$ cat config.mk
export PLATFORM = sky130hd
export DESIGN_NAME = mult_driver
export DESIGN_NICKNAME = d
export VERILOG_FILES = /design/src/rtl/mult_pkg.sv /design/src/rtl/sat_counter.sv /design/src/rtl/mult_driver.sv
export SDC_FILE = /design/constraint.sdc
export NUM_CORES = 1
export LEC_CHECK = 0
export ABC_AREA = 1
export CAP_MARGIN = 20
export CORE_MARGIN = 8
export CORE_UTILIZATION = 42
export DETAILED_ROUTE_END_ITERATION = 8
export GPL_TIMING_DRIVEN = 1
export PLACE_DENSITY = 0.77
export SYNTH_ARGS = -nofsm -noshare
export SYNTH_HDL_FRONTEND = slang
export SYNTH_HIERARCHICAL = 1
export SYNTH_SLANG_ARGS = --single-unit
$ cat constraint.sdc
create_clock -name clk -period 1.45 [get_ports clk]
set_input_delay 0.2175 -clock clk [delete_from_list [all_inputs] [get_ports clk]]
set_output_delay 0.2175 -clock clk [all_outputs]
set_load 0.005 [all_outputs]
$ cat src/rtl/mult_pkg.sv
// Shared definitions for the multiplier driver: control-FSM state codes,
// driver state enum and the step count of the 8-bit multiply sequence.
package mult_pkg;

  localparam logic [2:0] CTL_IDLE  = 3'b000;
  localparam logic [2:0] CTL_LOAD  = 3'b001;
  localparam logic [2:0] CTL_CALC  = 3'b010;
  localparam logic [2:0] CTL_SHIFT = 3'b011;
  localparam logic [2:0] CTL_DONE  = 3'b100;
  localparam logic [2:0] CTL_ERR   = 3'b101;

  localparam int STEP_COUNT = 4;

  typedef enum logic [2:0] {
    S_IDLE      = 3'd0,
    S_START     = 3'd1,
    S_STEP      = 3'd2,
    S_WAIT_DONE = 3'd3,
    S_RESP      = 3'd4
  } drv_state_t;

endpackage

$ cat src/rtl/sat_counter.sv
// Saturating up-counter with synchronous clear; holds at all-ones.
module sat_counter #(
  parameter int W = 8
) (
  input  logic         clk,
  input  logic         clear,
  input  logic         inc,
  output logic [W-1:0] value
);

  always_ff @(posedge clk) begin
    if (clear) begin
      value <= '0;
    end else if (inc && (value != {W{1'b1}})) begin
      value <= value + 1'b1;
    end
  end

endmodule

$ cat src/rtl/mult_driver.sv
// Request/response driver for a sequential 8-bit multiplier control unit.
// Optional statistics counters are enabled with MULT_DRIVER_STATS_EN.
module mult_driver
  import mult_pkg::*;
#(
  parameter int TIMEOUT_CYCLES = 4,
  parameter int OPW            = 8
) (
  input  logic             clk,
  input  logic             reset,
  input  logic             req_valid,
  input  logic [OPW-1:0]   req_a,
  input  logic [OPW-1:0]   req_b,
  output logic             req_ready,
  output logic             start,
  output logic [1:0]       count,
  output logic [OPW-1:0]   dataa,
  output logic [OPW-1:0]   datab,
  input  logic             done,
  input  logic [2:0]       state_in,
  input  logic [2*OPW-1:0] product,
  output logic             res_valid,
  output logic [2*OPW-1:0] res_product,
  output logic             res_err,
  input  logic             res_ready
`ifdef MULT_DRIVER_STATS_EN
  ,
  output logic [15:0]      op_count,
  output logic [7:0]       err_count
`endif
);

  drv_state_t       state_q, state_d;
  logic [3:0]       wcnt_q, wcnt_d;
  logic [1:0]       count_d;
  logic [OPW-1:0]   dataa_d, datab_d;
  logic [2*OPW-1:0] res_product_d;
  logic             res_err_d;
  logic             ctl_err;

  assign ctl_err = (state_in == CTL_ERR);

  always_comb begin
    state_d       = state_q;
    wcnt_d        = wcnt_q;
    count_d       = count;
    dataa_d       = dataa;
    datab_d       = datab;
    res_product_d = res_product;
    res_err_d     = res_err;
    case (state_q)
      S_IDLE: begin
        if (req_valid) begin
          dataa_d = req_a;
          datab_d = req_b;
          count_d = '0;
          state_d = S_START;
        end
      end
      S_START: begin
        if (ctl_err) begin
          res_product_d = '0;
          res_err_d     = 1'b1;
          count_d       = '0;
          state_d       = S_RESP;
        end else begin
          count_d = '0;
          state_d = S_STEP;
        end
      end
      S_STEP: begin
        if (ctl_err) begin
          res_product_d = '0;
          res_err_d     = 1'b1;
          count_d       = '0;
          state_d       = S_RESP;
        end else if (count == 2'(STEP_COUNT - 1)) begin
          wcnt_d  = '0;
          state_d = S_WAIT_DONE;
        end else begin
          count_d = count + 2'd1;
        end
      end
      S_WAIT_DONE: begin
        // done wins over a simultaneous control error or timeout
        if (done) begin
          res_product_d = product;
          res_err_d     = 1'b0;
          state_d       = S_RESP;
        end else if (ctl_err || (wcnt_q == 4'(TIMEOUT_CYCLES - 1))) begin
          res_product_d = '0;
          res_err_d     = 1'b1;
          count_d       = '0;
          state_d       = S_RESP;
        end else begin
          wcnt_d = wcnt_q + 4'd1;
        end
      end
      S_RESP: begin
        if (res_ready) begin
          count_d = '0;
          state_d = S_IDLE;
        end
      end
      default: state_d = S_IDLE;
    endcase
  end

  // Outputs are registered from the next state so they line up with it.
  always_ff @(posedge clk) begin
    if (reset) begin
      state_q     <= S_IDLE;
      wcnt_q      <= '0;
      count       <= '0;
      dataa       <= '0;
      datab       <= '0;
      res_product <= '0;
      res_err     <= 1'b0;
      start       <= 1'b0;
      req_ready   <= 1'b1;
      res_valid   <= 1'b0;
    end else begin
      state_q     <= state_d;
      wcnt_q      <= wcnt_d;
      count       <= count_d;
      dataa       <= dataa_d;
      datab       <= datab_d;
      res_product <= res_product_d;
      res_err     <= res_err_d;
      start       <= (state_d == S_START);
      req_ready   <= (state_d == S_IDLE);
      res_valid   <= (state_d == S_RESP);
    end
  end

`ifdef MULT_DRIVER_STATS_EN
  logic xfer;
  assign xfer = (state_q == S_RESP) && res_ready;

  sat_counter #(.W(16)) u_op_count (
    .clk   (clk),
    .clear (reset),
    .inc   (xfer && !res_err),
    .value (op_count)
  );

  sat_counter #(.W(8)) u_err_count (
    .clk   (clk),
    .clear (reset),
    .inc   (xfer && res_err),
    .value (err_count)
  );
`endif

endmodule

==> results of run 1 <==
-- final cells by class --
type	count	area (sq um)
clock buffer	7	86.3
tap	52	65.1
fill	367	1400
multi-input combinational	179	886
sequential	45	902
timing repair buffer	97	933
clock inverter	1	30.0
inverter	12	50.0
-- sequential cells by signal, indices dropped and copies added (netlist names) --
name,count
count,2
dataa,8
datab,8
req_ready,1
res_err,1
res_product,16
res_valid,1
start,1
state_q,3
wcnt_q,4
-- per-stage QoR --
step	utilization, %	hold WS [ns]
detailed placement	64.0	0.451
global route	67.8	0.476
global placement	64.0	0.446
floorplan	-	0.352
CTS	66.7	0.464
finish	67.8	0.463
-- cell families after synthesis --
| group | count (synthesis) |
|---|---|
| AND/OR/NAND/NOR | 132 |
| flip-flops | 45 |
| AO/OA/AOI/OAI | 43 |
| buffers and inverters | 22 |
| XOR/XNOR | 2 |
| adder cells (fa/ha/maj) | 2 |
-- routing by layer --
layer / GRT usage, % / vias to the layer above / wire length, um
met5: 0 / - / 0
met4: 5.11 / 0 / 95
met3: 5.27 / 9 / 350
met2: 27.4 / 48 / 2630
met1: 16.1 / 846 / 2160
li1: - / 979 / -
-- what timing repair did --
action / CTS / global route
endpoints found under the setup margin: 0 / 20
setup buffers: 0 / 3
gates resized for setup: 0 / 5
-- worst max-delay path by stage --
stage	from	end	depth (start not counted)
floorplan	wcnt_q[0]$_SDFFE_PP0P_	res_product[10]$_SDFFE_PP0P_	7
global placement	state_in[2]	count[0]$_SDFFE_PP0P_	8
detailed placement	state_in[1]	res_product[0]$_SDFFE_PP0P_	7
CTS	wcnt_q[0]$_SDFFE_PP0P_	res_product[0]$_SDFFE_PP0P_	6
global route	wcnt_q[0]$_SDFFE_PP0P_	res_product[12]$_SDFFE_PP0P_	7
finish	count[1]$_SDFFE_PP0P_	count[1]	1
-- power groups by stage --
stage / registers [mW] / clock network [mW] / logic [mW]
2_1_floorplan: 1.38 / 0 / 0.208
3_3_place_gp: 1.37 / 0 / 0.517
3_5_place_dp: 1.37 / 0 / 0.524
4_1_cts: 1.35 / 0.992 / 0.528
5_1_grt: 1.36 / 1.04 / 0.587
6_report: 1.35 / 0.965 / 0.530
-- cells in the final DEF, fill, tap and decap left out, types with 4 or more instances in the layout --
| cell | netlist | layout |
|---|---|---|
| nor2_1 | 51 | 51 |
| inv_1 | 8 | 8 |
| nand2_1 | 50 | 48 |
| buf_4 | 1 | 19 |
| clkbuf_8 | 0 | 6 |
| o21ai_0 | 18 | 18 |
| nand3_1 | 17 | 16 |
| a21oi_1 | 22 | 22 |
| nand3_2 | 3 | 4 |
| nand2_2 | 4 | 6 |
| clkdlybuf4s50_1 | 0 | 77 |
| dfxtp_1 | 45 | 44 |
==> out/qor.yml, run 1 <==
via_count: 1882
ys.flop_type: "dfxtp_1"
synth_fp_nets: 288
finalMaxSlewViolations: 0
grt_max_degree: 22
synth_adder_area_share_pct: 1.32
dr.pass1.iters: 4
gp_congestion: 0.790
place_inst: 382
die_h_um: 83.2
synth-compound-area-share_pct: 11.7
io_pins: 78
fin_nets: 382
dpl.hpwl_um: 3950
cp_num_buf_inv: 1
crit_chain: "clkdlybuf4s50_1"
cts.sinks: 45
cts_buffer_depth: 2
synth_top_family_by_area: "simple AND/OR/NAND/NOR gates"
drc_errors: 0
final-setup-viol-count: 0
muxShareOfSynthArea_pct: 0
min-delay-start: "res_product[15]$_SDFFE_PP0P_"
cap_violations: 0
status: "completed"
yosys.area_share.simple_pct: 32.2
hold_violations: 0
cpPeakStageDelay_ns: 0.52
min_path_type: "flip-flop to flip-flop"
p_sw_share_pct: 23.5
synth_top_area_cell: "dfxtp_1"
final_cells: 393
worstSetupPathType: "flip-flop to output pin"
clk_pin_slew_ns: 0.08
p_seq_share_pct: 47.4
yosys-top-cells-count: "nor2_1, nand2_1, dfxtp_1"
num_rows: 24
dieWidth_um: 83.2
antenna_found_initial: 0
ir_drop_mv: 0.792
start_kind: "flip-flop"
cts_root_buf: "clkbuf_8"
switching_power_mw: 0.666
cp-end-kind: "output pin"
yosysSeqAreaShare_pct: 47.4
port_buffers: 77
yosysMostFrequentCell: "nor2_1"
drt_wl_total_um: 5230
syn_to_final_growth_pct: 55.5
synthArstFlopShare_pct: 0
setup_ws_ns: 0.0697
power_mw: 2.84
pre_cts_slack_ns: -0.184
syn_inst: 246
core_area_sq_mm: 0.00435
wl_per_cell_um: 13.3
cpMaxStageDelayCell: "clkdlybuf4s50_1"
syn_avg_cell_area_sq_um: 7.72
h-tree-depth: 2
finalSetupTns_ns: 0
synth.ff_latch_count: 45
die_area_sq_mm: 0.00693
worst_pin_slew_ns: 0.287
post_synth_xor_area_fraction_pct: 0.922
start_util_pct: 43.6
holdPathStages: 2
ff2ff_setup_slack_ns: 0.12
max_freq_mhz: 724
placed_area_sq_mm: 0.00279
fin_crit_ns: 1.38
worstPathArrival_ns: 1.16
synth_cell_types: 27
leakage_nw: 1.18
relSlewSlack_pct: 80.8
powerDensity_mw_per_mm2: 962
holdPathEnd: "res_product[15]$_SDFFE_PP0P_"
numCtsBuffers: 5
syn-cell-area_sq_mm: 0.00190
grt_pass1_wl_um: 8990
synth_edf_count: 0
vias_per_cell: 4.79
grt_pass1_vias: 1940
period_share_pct: 95.2
crit_family: "buffers and inverters"
ant_nets: 0
clkPwrFrac_pct: 34.0
r2r_cells: 8
num_antenna_cells: 0
finClkSkew_ns: 0.00591
crit_fanout: 3
synthTopCellsByArea: "dfxtp_1, nor2_1, nand2_1"
fin_area_sq_mm: 0.00295
clock_latency_ns: 0.29
required_ns: 1.23
drive_above_1_share_pct: 14.4
grt.total_usage_pct: 15.3
cts_tree: "yes"
p_int_mw: 2.17
drt_iter0_drc: 82
r2r-end: "res_product[4]$_SDFFE_PP0P_"
grt_overflow_total: 0
cts_hold_buf: 0
yosys_warnings: 6
combPwrFrac_pct: 18.6
netlist.area_leader.share_pct: 47.4
r2r_start: "state_q[1]$_SDFF_PP0_"
Note: power is estimated with default switching activity, not from simulation.
==> run 2, diff against run 1 <==
CAP_MARGIN = 0   (was 20)
CTS_CLUSTER_SIZE = 20   (was unset)
==> results of run 2 <==
The final DEF is identical to that of run 1; final timing and power are the same.
==> run 3, diff against run 2 <==
ABC_AREA = unset   (was 1)
CORE_UTILIZATION = 35   (was 42)
PLACE_DENSITY = 0.66   (was 0.77)
SYNTH_HIERARCHICAL = unset   (was 1)
==> run 3 against run 2 <==
Sequential share of layout area fell by 0.83 points. Final area rose by 3.5%. Clock-buffer cell count fell by 2. Sequential cell count did not move. Clock skew rose by 0.00061 ns. The flow now finishes with violations (negative setup slack). Die area rose by 13%. Synthesized cell count fell by 21%. Register-to-register slack got worse by 0.20 ns. Global-route usage fell by 1.6 points. Worst hold slack got worse by 0.010 ns. Via count fell by 6.4%.
==> out/qor.yml, run 3 <==
max_freq_mhz: 654
drive_above_1_share_pct: 22.1
drt_wl_total_um: 5150
synth_fp_nets: 237
finClkSkew_ns: 0.00652
crit_family: "simple AND/OR/NAND/NOR gates"
start_util_pct: 36.1
core_area_sq_mm: 0.00511
top_register: "res_product"
largest_reg_flops: 16
syn-cell-area_sq_mm: 0.00184
place_inst: 358
hold_violations: 0
final_cells: 368
ir_drop_mv: 0.420
cp-end-kind: "flip-flop"
fin_nets: 339
mostFrequentLayoutCells: "clkdlybuf4s50_1, dfxtp_1, nand2_1"
grt_max_degree: 17
grt_overflow_total: 0
ant_nets: 0
worstPathArrival_ns: 1.72
synth_edf_count: 0
via_count: 1761
fill_cells: 474
io_pins: 78
clock_latency_ns: 0.30
dr.pass1.iters: 4
worstSetupPathType: "flip-flop to flip-flop"
fin_crit_ns: 1.53
cp_num_buf_inv: 0
top_regs: "res_product (16), dataa (8), datab (8)"
crit_chain: "ha_4, and4bb_2, or4_4, nand4_1, a21oi_2"
syn_inst: 195
cap_violations: 0
cts.sinks: 45
synthTopCellsByArea: "dfxtp_1, nand2_1, a22o_1"
dpl.hpwl_um: 3770
cpMaxStageDelayCell: "or4_4"
dieWidth_um: 88.5
relSlewSlack_pct: 79.1
violations: "negative setup slack"
yosysSeqAreaShare_pct: 48.9
yosys-top-cells-count: "dfxtp_1, nand2_1, a21oi_1"
worst_pin_slew_ns: 0.312
vias_per_cell: 4.79
period_share_pct: 106
final-setup-viol-count: 19
ys.flop_type: "dfxtp_1"
min_path_type: "input port to flip-flop"
syn_avg_cell_area_sq_um: 9.44
start_kind: "flip-flop"
die_area_sq_mm: 0.00784
drc_errors: 0
finalSetupTns_ns: -0.780
gp_congestion: 0.800
required_ns: 1.64
crit_fanout: 3
die_h_um: 88.5
grt.total_usage_pct: 13.7
yosys_warnings: 0
powerDensity_mw_per_mm2: 849
rsz0062_at_grt: "yes"
numCtsBuffers: 5
clk_pin_slew_ns: 0.09
cts_buffer_depth: 2
cts_root_buf: "clkbuf_8"
syn_to_final_growth_pct: 66.0
antenna_found_initial: 0
cpPeakStageDelay_ns: 0.49
holdWs_ns: 0.453
final_common_cell: "clkdlybuf4s50_1"
setup_ws_ns: -0.0798
synth_cell_types: 45
h-tree-depth: 2
synth.ff_latch_count: 45
grt_pass1_vias: 1781
synthArstFlopShare_pct: 0
finalMaxSlewViolations: 0
netlist.area_leader.share_pct: 48.9
leakage_nw: 1.26
status: "finished, violations left"
cts_tree: "yes"
synth_top_area_cell: "dfxtp_1"
yosysMostFrequentCell: "dfxtp_1"
port_buffers: 77
drt_iter0_drc: 55
num_antenna_cells: 0
num_rows: 26
grt_pass1_wl_um: 8340
wl_per_cell_um: 14.0
run 3: changes by cell type in the layout (fill, tap and decap cells not counted), moves of 6 or more:
cell     previous run  this run
a22o_1              0        16
buf_4              19        28
inv_1               8         2
nand2_1            48        38
nand2_2             6         0
nand3_1            16         2
nor2_1             51         9
o21ai_0            18         1
run 3: logic make-up after synthesis:
kind of cell	share of synthesized area, %
simple gates	21.9
xor+xnor	0.476
fa+ha+maj	1.36
mux	1.09
buf+inv	6.18
compound gates	20.0
flops	48.9
run 3: path summary, 6_finish.rpt:
path,start,to,slack (ns),depth (start not counted)
max,wcnt_q[1]$_SDFFE_PP0P_,count[1]$_SDFFE_PP0P_,-0.08,5
min reg2reg,datab[0]$_SDFFE_PP0P_,datab[0]$_SDFFE_PP0P_,0.46,2
min,req_b[3],datab[3]$_SDFFE_PP0P_,0.45,3
max reg2reg,wcnt_q[1]$_SDFFE_PP0P_,count[1]$_SDFFE_PP0P_,-0.08,5
run 3: cell type report:
cell class / count / area, sq um / share of cell area [%]
timing repair buffer: 110 / 1050 / 34.4
multi-input combinational: 133 / 911 / 29.8
sequential: 45 / 908 / 29.7
tap: 70 / 87.6 / 2.87
clock buffer: 5 / 68.8 / 2.25
clock inverter: 3 / 21.3 / 0.696
inverter: 2 / 7.51 / 0.246
run 3: worst min-delay path: stages:
cell and delay, ns:
clkdlybuf4s50_1 0.39, nand2_1 0.06, a21oi_1 0.05
run 3: through the flow:
stage	total power [mW]	setup WS (ns)	util, %	instance area [sq um]
after global placement	1.81	-0.384	56.0	2860
after CTS	2.62	-0.0730	59.3	3030
final	2.59	-0.0798	59.8	3060
after floorplan	1.54	-0.0199	-	1860
after detailed placement	1.82	-0.452	56.0	2860
after global routing	2.73	-0.144	59.8	3060
run 3: routing by layer:
layer	wire, um	share of wire (%)	track usage (%)
met5	0	0	0
met4	78	1.5	6.45
met3	491	9.5	5.85
met2	2340	45	20.8
met1	2240	44	16.1
run 3: where the power goes:
part	switching, mW	total (mW)	leakage [nW]	internal (mW)
Clock	0.444	0.786	0.0445	0.342
Combinational	0.192	0.490	0.842	0.298
Sequential	0.0327	1.32	0.369	1.29
run 3: timing repair:
action,in CTS,in global routing
hold buffers,0,0
buffers inserted,2,0
pin swaps,5,6
setup endpoints to repair,30,36
gates resized for setup,13,11
